File: src/rtl/sweep_stimulus_driver.sv
// Sweeps every 4-valued input vector (2-bit digits 0/1/X/Z) through a downstream
// comparator one at a time and tallies fails, first failing vector and timeouts.
module sweep_stimulus_driver #(
    parameter int NDIGITS = 8,
    parameter int CNTW    = 16,
    parameter int TIMEOUT = 64
) (
    input  logic                 clk,
    input  logic                 rst_n,
    input  logic                 start,
    output logic                 vec_valid,
    input  logic                 vec_ready,
    output logic [2*NDIGITS-1:0] vec_code,
    input  logic                 resp_valid,
    input  logic                 resp_ok,
    output logic                 busy,
    output logic                 done,
    output logic [CNTW-1:0]      fail_count,
    output logic                 first_fail_valid,
    output logic [2*NDIGITS-1:0] first_fail_code,
    output logic                 timeout_seen,
    output logic                 stray_resp
);

    localparam int VW = 2 * NDIGITS;
    localparam int TW = (TIMEOUT > 1) ? $clog2(TIMEOUT) : 1;
    localparam logic [TW-1:0] TMAX = TW'(TIMEOUT - 1);

    typedef enum logic [1:0] {
        IDLE  = 2'd0,
        ISSUE = 2'd1,
        WAIT  = 2'd2,
        DONE  = 2'd3
    } state_t;

    state_t        state;
    state_t        state_nxt;
    logic [TW-1:0] timer;

    logic start_ok;
    logic issue_fire;
    logic wait_resp;
    logic wait_to;
    logic complete;
    logic fail_now;
    logic last_vec;

    // Handshake: a vector transfers on a cycle where vec_valid && vec_ready; vec_code
    // stays stable while vec_valid is high and not yet accepted. A response is only
    // accepted in WAIT, so at most one vector is ever outstanding.
    assign vec_valid = (state == ISSUE);
    assign busy      = (state == ISSUE) || (state == WAIT);
    assign done      = (state == DONE);

    assign start_ok   = start && ((state == IDLE) || (state == DONE));
    assign issue_fire = (state == ISSUE) && vec_ready;
    assign wait_resp  = (state == WAIT) && resp_valid;
    assign wait_to    = (state == WAIT) && !resp_valid && (timer == TMAX);
    assign complete   = wait_resp || wait_to;
    assign fail_now   = wait_to || (wait_resp && !resp_ok);
    assign last_vec   = &vec_code;

    always_ff @(posedge clk or negedge rst_n) begin
        if (!rst_n) begin
            state <= IDLE;
        end else begin
            state <= state_nxt;
        end
    end

    always_comb begin
        state_nxt = state;
        case (state)
            IDLE:    if (start_ok) state_nxt = ISSUE;
            ISSUE:   if (issue_fire) state_nxt = WAIT;
            WAIT:    if (complete) state_nxt = last_vec ? DONE : ISSUE;
            DONE:    if (start_ok) state_nxt = ISSUE;
            default: state_nxt = IDLE;
        endcase
    end

    always_ff @(posedge clk or negedge rst_n) begin
        if (!rst_n) begin
            vec_code         <= '0;
            timer            <= '0;
            fail_count       <= '0;
            first_fail_valid <= 1'b0;
            first_fail_code  <= '0;
            timeout_seen     <= 1'b0;
            stray_resp       <= 1'b0;
        end else if (start_ok) begin
            vec_code         <= '0;
            timer            <= '0;
            fail_count       <= '0;
            first_fail_valid <= 1'b0;
            first_fail_code  <= '0;
            timeout_seen     <= 1'b0;
            stray_resp       <= 1'b0;
        end else begin
            // Includes a response landing in the same cycle as the ISSUE handshake.
            if (resp_valid && (state != WAIT)) begin
                stray_resp <= 1'b1;
            end

            if (issue_fire) begin
                timer <= '0;
            end else if ((state == WAIT) && !complete) begin
                timer <= timer + 1'b1;
            end

            if (complete) begin
                if (fail_now) begin
                    if (fail_count != {CNTW{1'b1}}) begin
                        fail_count <= fail_count + 1'b1;
                    end
                    if (!first_fail_valid) begin
                        first_fail_valid <= 1'b1;
                        first_fail_code  <= vec_code;
                    end
                end
                if (wait_to) begin
                    timeout_seen <= 1'b1;
                end
                if (!last_vec) begin
                    vec_code <= vec_code + VW'(1);
                end
            end
        end
    end

endmodule
File: config.mk
export PLATFORM = sky130hd
export DESIGN_NAME = sweep_stimulus_driver
export DESIGN_NICKNAME = d
export VERILOG_FILES = /design/src/rtl/sweep_stimulus_driver.sv
export SDC_FILE = /design/constraint.sdc
export NUM_CORES = 1
export LEC_CHECK = 0
export CAP_MARGIN = 20
export CORE_MARGIN = 1
export CORE_UTILIZATION = 45
export CTS_CLUSTER_SIZE = 14
export DETAILED_ROUTE_END_ITERATION = 10
export PLACE_DENSITY = 0.74
export SETUP_SLACK_MARGIN = 0.1
export SLEW_MARGIN = 40
export SYNTH_ARGS = -nofsm -noshare
export SYNTH_HDL_FRONTEND = slang
export SYNTH_SLANG_ARGS = --single-unit
File: constraint.sdc
create_clock -name clk -period 2.6 [get_ports clk]
set_input_delay 0.52 -clock clk [delete_from_list [all_inputs] [get_ports clk]]
set_output_delay 0.52 -clock clk [all_outputs]
set_load 0.03 [all_outputs]
Yosys cells after proc, flatten, opt, wreduce, memory -nomap -nowiden. Index checks and enable logic that the tools add are counted. W data, S select, Z words.

Bits in registers: 59. Input bits: 6. Output and inout port bits: 54. Word-level logic and storage cells: 79.

Add/subtract/negate cells: 3. Equal/unequal tests: 11. Muxes and demuxes: 27. Reduce and logical (&&, ||, !) cells: 30.

Operators with widths (count): $mux W16 (11); $add A16 B1 Y16 const B (2); $mux W6 (3); $ne A16 B16 Y1 const B (1); $reduce_and A16 Y1 (1); $reduce_bool A2 Y1 (5); $reduce_and A3 Y1 (3); $logic_and A1 B1 Y1 (8); $mux W1 (8); $mux W2 (4); $add A6 B1 Y6 const B (1); $eq A6 B6 Y1 const B (1); $ne A2 B1 Y1 const B (3); $ne A2 B2 Y1 const B (3); $pmux W2 S3 (1); $reduce_and A2 Y1 (3); $eq A2 B2 Y1 const B (2); $logic_or A1 B1 Y1 (4); $logic_not A1 Y1 (3); $reduce_bool A3 Y1 (1); $eq A2 B1 Y1 const B (1); $logic_not A2 Y1 (1); $reduce_or A2 Y1 (1).

Depth between registers and ports, before layout.
Word-level depth: 9. Depth in mapped cells: 9.

Worst setup path after synthesis. Ideal clock, no wire load.

Path type: reg-to-reg. Start point: register fail_count[0]. End point: register fail_count[1]. Setup time: 121 ps. Arrival: 1856 ps. Data required time: 2479 ps. Setup slack: 623 ps. Stages on the path, launching flop included: 7. Buffers on the path: 1. Clock period less this slack: 1977 ps. Cells stage by stage: dfrtp_1 ha_1 and3_1 nand3_1 or3_1 buf_2 a41o_1.

Cells in the longest elaborated chain, start to end: 5.

RTL lines: from (decl) (line 18) `output logic [CNTW-1:0] fail_count,`; from (signal assigned) (line 114) `fail_count <= fail_count + 1'b1;`; $add A16 B1 Y16 (line 114); $mux W16 (line 113) `if (fail_count != {CNTW{1'b1}}) begin`; $mux W16 (line 112) `if (fail_now) begin`; $mux W16 (line 111) `if (complete) begin`; $mux W16 (line 91) `end else if (start_ok) begin`.

Parallel ways exist; a longest one is shown, timed or not. The select of a mux whose other input is x is not followed. A chain may end at the register's enable or synchronous reset.

Worst setup path in the final report.
Start point: register state[0]. End point: output busy.

Cells in the longest elaborated chain, start to end: 2.

RTL lines: from (decl) (line 36) `state_t state;`; from (signal assigned) (line 67) `state <= state_nxt;`; $eq A2 B1 Y1 or $eq A2 B2 Y1 (tied branches) (line 52) `assign busy = (state == ISSUE) || (state == WAIT);`; $logic_or A1 B1 Y1 * (line 52); to (decl) (line 16) `output logic busy,`.

Every way passes the cells marked *; elsewhere a longest branch is shown, timed or not.

==> impl_results.md <==
- Ys async rst share: 100.0%
- Root Driver: clkbuf_8
- Die area: slightly below 7000 um^2
- Syn-to-layout area delta: 28.43%
- WP buf/inv: 3
- Post-Route WL: roughly 6500 um
- DRT antenna net count: 0
- Fmax: 410.8 MHz
- GPL Wtd Cong: between 0.7 and 0.8
- CTS tree: yes
- Crit path cell chain: inv_1 -> ha_1 -> inv_1 -> clkdlybuf4s50_1
- Slew at the pin with the worst max-slew slack: ~0.73 ns
- DR DRC count: 0
- Worst Path Arrival: ~1.9 ns
- Crit path kind: reg -> out
- DIE HEIGHT: between 80 and 90 um
- Vias in the first global route: about 2200
- Grt ovf: 0
- Post-route minimum period: 2.434 ns
- Initial antenna violation count: 0
- Total Routing Usage GR: roughly a fifth
- Hold Path Class: in -> async
- Core Region: ~6300 um^2
- Post-DP HPWL: roughly 4400 um
- Final-report hold violation count: 0
- Port buffer count: 59
- Share of layout cells above drive strength 1: about a tenth
- Most used cell, CP: inv_1
- Avg WL per Cell: 15.16 um
- Mapped cell area: 2970 um^2
- Nets@finish: between 300 and 400
- Synthesis Warnings: 0
- Area contributors post-synth: dfrtp_1 50%, xnor2_1 5.6%, nor2_1 4.3%
- TNS Setup: 0 ns
- Filler Cells Inserted: between 500 and 600
- Static leakage: about 1.6 nW
- RSZ-0062 raised after global routing: false
- Largest stage delay on the critical path: 0.68 ns
- Clock sink count: 59
- Io pins: 60
- 1st-pass router iterations: 4
- Max rail drop VDD: between 0.7 and 0.8 mV
- Seq cells post-synth: 59
- Area share of the largest cell type after synthesis: between 40% and 50%
- CP Launch Type: flop
- # Max-Cap Violations: 0
- Max Buffers Root-to-Sink: 2
- Syn Inst Count: between 200 and 300
- Final period util: between 90 and 100%
- Clock-pin slew on the worst setup and hold paths: about 0.070 ns
- Mapped Avg Cell Area: between 10 and 15 um^2
- Post-synth EDFFs: 0
- Critical Path RT: approximately 2.1 ns
- Most common cell after layout, fill and taps aside: dfrtp_1
- Row cnt: 29
- CTS Buf Count: 9
- Slew Limit Fails: 0
- Hold Buf Count CTS: 0
- Diodes inserted: 0
- Initial DRC Count: around 160
- Die width: between 80 and 90 um
- Worst skew pair latency: ~0.34 ns
- Top delay family on crit path: buffers and inverters
- Cts repair resizes: 0
- Outcome: complete, no violations
- Worst Setup End Kind: output port
- Clock skew: 0.009082 ns
- Peak fanout along the critical path: 3
- Net count after synthesis: between 200 and 300
- # Post-CTS Setup Buffers: 0
- Rel. slew slack: approximately 51%
- Final count of negative-setup-slack endpoints: 0
- Total Power: ~0.0027 W
- Most frequent cells in the layout: 59 x dfrtp_1, 58 x clkdlybuf4s50_1, 33 x nor2_1, 23 x nand2_1, 19 x xnor2_1
- Cell with the largest stage delay on the worst path: clkdlybuf4s50_1
- PwrDens: 705.8 nW/um^2
- First-pass GRT wire length: roughly 11000 um
- Ys flop type: dfrtp_1
- Largest net degree at the start of global routing: 60
- Cell taking the most area after synthesis: dfrtp_1
- CTS H-tree lvls: 3
- Sequential share of the synthesized area: 49.71%
- DR vias/cell: about 5.5
- Final Core Density: 60.08%
- Via Count: approximately 2400
- Post-synth cell types: 46
- Starting density of the core: between 40% and 50%
==> layer usage <==
layer,routed length (um),GRT usage [%],vias to the layer above
met5,0,0,-
met4,93,9.718,0
met3,234,3.877,7
met2,3182,31.22,53
met1,3024,27.74,1174
li1,-,-,1146
==> where the power goes <==
| part | total [W] | switching (W) | internal, W | leakage (nW) |
|---|---|---|---|---|
| logic | 0.000808 | 0.000538 | 0.000271 | 0.685 |
| registers | 0.00105 | 0.0000737 | 0.000981 | 0.814 |
| clock network | 0.000830 | 0.000366 | 0.000464 | 0.0991 |
| total | 0.00269 | 0.000977 | 0.00172 | 1.60 |
==> cell usage after synthesis (all sizes together) (5+ instances only) <==
cell   number
buf         9
and3        5
a22o       15
nand3      18
dfrtp      59
nand2      23
nor3       13
a21oi      16
inv         7
ha          6
nand4       8
mux2i       6
xor2        9
xnor2      19
nor4        9
nor2       34
==> path summary, 6_finish.rpt <==
check	from	to	slack (ns)	cells past startpoint
max in group asynchronous	rst_n	fail_count[0]	2.16	2
min in group clk	first_fail_code[2]	first_fail_code[2]	0.50	1
worst min-delay path	rst_n	first_fail_code[8]	0.17	2
worst max-delay path	state[0]	busy	0.17	4
worst max register to register	fail_count[0]	fail_count[1]	0.44	5
worst min register to register	first_fail_code[2]	first_fail_code[2]	0.50	1
==> kinds of logic after synthesis <==
kind of cell / after synthesis / share of synthesized area (%)
AND/OR/NAND/NOR: 122 / 22.54
flip-flops: 59 / 49.71
AO/OA/AOI/OAI: 46 / 11.25
XOR/XNOR: 28 / 8.256
buffers and inverters: 20 / 3.707
multiplexers: 6 / 2.022
adder cells (fa/ha/maj): 6 / 2.527
==> through the flow <==
step | worst slack, ns | area [um^2] | instances | hold WS, ns
after global placement | 0.01006 | 3618 | 415 | 0.4849
after floorplan | 0.6232 | 2970 | 287 | 0.2244
after detailed placement | 0.2416 | 3621 | 415 | 0.4909
final | 0.1658 | 3815 | 431 | 0.1733
after global routing | 0.1075 | 3815 | 431 | 0.1924
after CTS | 0.1719 | 3815 | 431 | 0.1846
==> sequential cells by signal, indices dropped and copies added, names as in the netlist <==
signal and count:
first_fail_code 16, timer 6, vec_code 16, fail_count 16, first_fail_valid 1, timeout_seen 1
state 2, stray_resp 1
==> final cells by class <==
class | instances | area, um^2 | share of cell area, %
Clock buffer | 11 | 141.4 | 3.706
Timing Repair Buffer | 64 | 635.6 | 16.66
Inverter | 7 | 26.28 | 0.6888
Multi-Input combinational cell | 208 | 1386 | 36.34
Clock inverter | 5 | 52.55 | 1.378
Sequential cell | 59 | 1476 | 38.70
Tap cell | 77 | 96.34 | 2.525
Power figures use the tool's default switching activity.
==> variant 1 (config.mk and constraints unchanged) <==
Set the parameter `CNTW` to 15 (it was 16).
--- a/src/rtl/sweep_stimulus_driver.sv
+++ b/src/rtl/sweep_stimulus_driver.sv
@@ -2,7 +2,7 @@
 // comparator one at a time and tallies fails, first failing vector and timeouts.
 module sweep_stimulus_driver #(
     parameter int NDIGITS = 8,
-    parameter int CNTW    = 16,
+    parameter int CNTW    = 15,
     parameter int TIMEOUT = 64
 ) (
     input  logic                 clk,
Ports: changed (resized fail_count); port bits go from 60 to 59. The function was not compared with the original's and may differ.
==> variant 1 against the unedited design <==
Setup slack better by 2.1 ps. Synthesized area down 0.63%. Cell area down 0.20%. Critical path depth unchanged. Sequential cell count down 1. Synthesized cell count up 7.0%. Total power down 0.92%. Wire length up 1.8%. Sequential share of layout area down 0.58 points.
==> variant 1: results <==
[placed_design]
place.gp.congestion = 0.793
portBuffers = 58
dp_slack_ps = 312
dp.cells = 436
place_hpwl_um = 4730

[layout]
drive_gt1_frac = 0.101
reg.largest.list = first_fail_code: 16 flops, vec_code: 16 flops, fail_count: 15 flops
fin_nets = 382
nFillCells = 538
final_cell_count_no_fill = 452

[global_routing]
grt_max_degree = 33
grt_pass1_vias = 2380
grt_pass1_wl_um = 11600
grt_use_total = 0.211

[pwr]
ir_worst_vdd_v = 0.00110
leakagePower_nw = 1.53

[detailed_routing]
drt-total-wl_um = 6650
routed_via_density = 5.49
drt_iter0_drc = 134

[logic_synthesis]
synthCells = 307
yosys-top-cells-area = dfrtp_1 49%, a21oi_1 7.0%, nand2_1 6.7%
ys_seq_area_frac = 0.492
yosysUniqueCellTypes = 53
synth_commonest_cells = 58 x dfrtp_1, 53 x nand2_1, 41 x a21oi_1
syn_nets = 319

[clocking]
clockBufferDepth = 2
clock-root-buffer = clkbuf_8
post_cts_buffers = 0

[status]
status = finished, final reports clean

[worst_setup_path]
critPathCaptureType = output pin
crit_family = buffers and inverters

[sta]
skew_ps = 7.39
tightest_slew_ps = 643
setup_ws_ps = 168
==> variant 1: cell count changes after synthesis, sizes merged, moves of 4 or more <==
cell,unedited run,this run
nand2,23,54
a21oi,16,42
a22o,15,0
xnor2,19,7
nor4,9,1
or4,0,7
buf,9,3
nand3,18,12
nor2,34,28
o31ai,0,6
nor3,13,8
and4,1,5
==> variant 1: stage by stage <==
step           utilization  instance area (µm²)
6_report             0.600                 3810
5_1_grt              0.600                 3810
4_1_cts              0.600                 3810
3_5_place_dp         0.568                 3610
3_3_place_gp         0.568                 3610
2_1_floorplan            -                 2950
==> variant 1: logic make-up after synthesis <==
| group | after synthesis | synth area share |
|---|---|---|
| mux | 3 | 0.0102 |
| compound gates | 71 | 0.160 |
| simple gates | 138 | 0.243 |
| buf+inv | 18 | 0.0305 |
| fa+ha+maj | 6 | 0.0254 |
| xor+xnor | 13 | 0.0386 |
| flops | 58 | 0.492 |
==> variant 1: layer usage <==
layer,share of wire,vias to the layer above,track usage
met2,0.47,47,0.328
met3,0.032,8,0.0398
met4,0.019,0,0.103
met5,0,-,0
met1,0.48,1204,0.283
li1,-,1223,-
==> variant 1: final cells by class <==
type                       count  area [µm²]  share of cell area
clock buffer                  15         196              0.0516
clock inverter                 1        5.00             0.00131
inverter                       8        30.0             0.00789
multi-input combinational    231        1410               0.370
sequential                    58        1450               0.381
tap                           77        96.3              0.0253
timing repair buffer          62         618               0.162
==> variant 1: power by group <==
group          internal (mW)  leakage [nW]  switching, mW
clock                  0.475         0.106          0.344
combinational          0.281         0.621          0.535
sequential             0.963         0.800         0.0690
==> variant 1: worst paths after layout <==
kind / start / to / slack, ps / depth (start not counted)
worst max-delay path: state[0] / busy / 170 / 4
worst min-delay path: rst_n / fail_count[12] / 200 / 1
worst max register to register: state[0] / vec_code[9] / 440 / 7
worst min register to register: timeout_seen / timeout_seen / 510 / 2
max in group asynchronous: rst_n / fail_count[5] / 1800 / 2
min in group clk: timeout_seen / timeout_seen / 510 / 2
==> variant 2 (same flow settings) <==
Made on the original files. Put one more register stage on the output `fail_count`. The value now appears one clock later. The other outputs are not delayed to match.
--- a/src/rtl/sweep_stimulus_driver.sv
+++ b/src/rtl/sweep_stimulus_driver.sv
@@ -32,6 +32,8 @@
         WAIT  = 2'd2,
         DONE  = 2'd3
     } state_t;
+
+    logic [CNTW-1:0] fail_count_s0;
 
     state_t        state;
     state_t        state_nxt;
@@ -83,7 +85,7 @@
         if (!rst_n) begin
             vec_code         <= '0;
             timer            <= '0;
-            fail_count       <= '0;
+            fail_count_s0    <= '0;
             first_fail_valid <= 1'b0;
             first_fail_code  <= '0;
             timeout_seen     <= 1'b0;
@@ -91,7 +93,7 @@
         end else if (start_ok) begin
             vec_code         <= '0;
             timer            <= '0;
-            fail_count       <= '0;
+            fail_count_s0    <= '0;
             first_fail_valid <= 1'b0;
             first_fail_code  <= '0;
             timeout_seen     <= 1'b0;
@@ -110,8 +112,8 @@
 
             if (complete) begin
                 if (fail_now) begin
-                    if (fail_count != {CNTW{1'b1}}) begin
-                        fail_count <= fail_count + 1'b1;
+                    if (fail_count_s0 != {CNTW{1'b1}}) begin
+                        fail_count_s0 <= fail_count_s0 + 1'b1;
                     end
                     if (!first_fail_valid) begin
                         first_fail_valid <= 1'b1;
@@ -128,4 +130,12 @@
         end
     end
 
+    always_ff @(posedge clk or negedge rst_n) begin
+        if (!rst_n) begin
+            fail_count <= '0;
+        end else begin
+            fail_count <= fail_count_s0;
+        end
+    end
+
 endmodule
Check against the original RTL: not equivalent (a bounded check fails within 4 cycles, from zero or initial values and one cycle with rst_n low).
==> variant 2 against the unedited design <==
Fmax up 0.79%. Setup slack better by 19 ps. Synthesized area grew 17%. Total power grew 8.8%. Combinational power fell by 6.1%. Die area up 16%. Cell area rose by 14%. Sequential cell count rose by 16. Wire length grew 9.9%. Critical path type unchanged.
==> variant 2: results <==
[status]
status = finished, final reports clean

[pwr]
power_mw = 2.93
seqPwrFrac = 0.443
leakagePower_nw = 1.90
power_frac_comb = 0.259
p_sw_mw = 0.976

[logic_synthesis]
synthAdderAreaFrac = 0.0216
yosys-top-cells-area = dfrtp_1 54%, nand2_1 5.7%, nor2_1 4.1%
synth_commonest_cells = 75 x dfrtp_1, 53 x nand2_1, 38 x nor2_1
synth_mux_area_frac = 0.0202
yosys_most_used_dff = dfrtp_1
syn_avg_cell_area_um2 = 10.5
synth-compound-area-share = 0.0984
synth-xor-area-share = 0.0580
yosysUniqueCellTypes = 47
syn_nets = 342
ys_seq_area_frac = 0.541

[clocking]
ctsResizeCount = 0

[placed_design]
dp_slack_ps = 199
place_hpwl_um = 4890
place.gp.congestion = 0.827
placed_cell_area_um2 = 4170
dp.cells = 480

[layout]
drive_gt1_frac = 0.0957
nFillCells = 636
multi_input_area_um2 = 1520
final_cell_count_no_fill = 496
fin_nets = 404

[sta]
tightest_slew_ps = 671
hold_viol_final = 0
setup_viol = 0
hold_slack_ps = 179
skew_ps = 7.32

[detailed_routing]
route.met2.wl_um = 3400
vias = 2680
wl_met1_um = 3340
drt_iter0_drc = 153
dr_wl_met3_um = 347
wl_per_cell_um = 14.5

[global_routing]
grt_pass1_vias = 2541
grt_use_total = 0.194
grt_pass1_wl_um = 12400
grt_max_degree = 76
antenna_found_initial = 0

[worst_setup_path]
path_max_fanout = 4
-- variant 2: final timing paths --
path	start	endpoint	slack (ps)
min in group clk	fail_count_s0[13]	fail_count[13]	460
worst min-delay path	rst_n	fail_count_s0[9]	180
worst max-delay path	state[0]	busy	180
worst min register to register	fail_count_s0[13]	fail_count[13]	460
max in group asynchronous	rst_n	fail_count[3]	1950
worst max register to register	vec_code[9]	vec_code[7]	510
-- variant 2: per-layer routing --
layer,track usage,up-vias
met1,0.260,1308
met5,0,-
met2,0.301,76
li1,-,1288
met4,0.0888,0
met3,0.0440,8
-- variant 2: area by class of cell --
cell class,instances,area share
flip-flops and latches,75,0.430
multi-input cells,238,0.348
repair buffers,63,0.145
clock buffers,10,0.0315
well taps,99,0.0284
clock inverters,6,0.0126
inverters,5,0.00430
-- variant 2: worst register-to-register path, cell delays in order (launching register included) --
cell	delay, ps
dfrtp_1	450
and4_1	270
nand4_1	450
o211ai_2	550
nor4_1	100
o21a_1	180
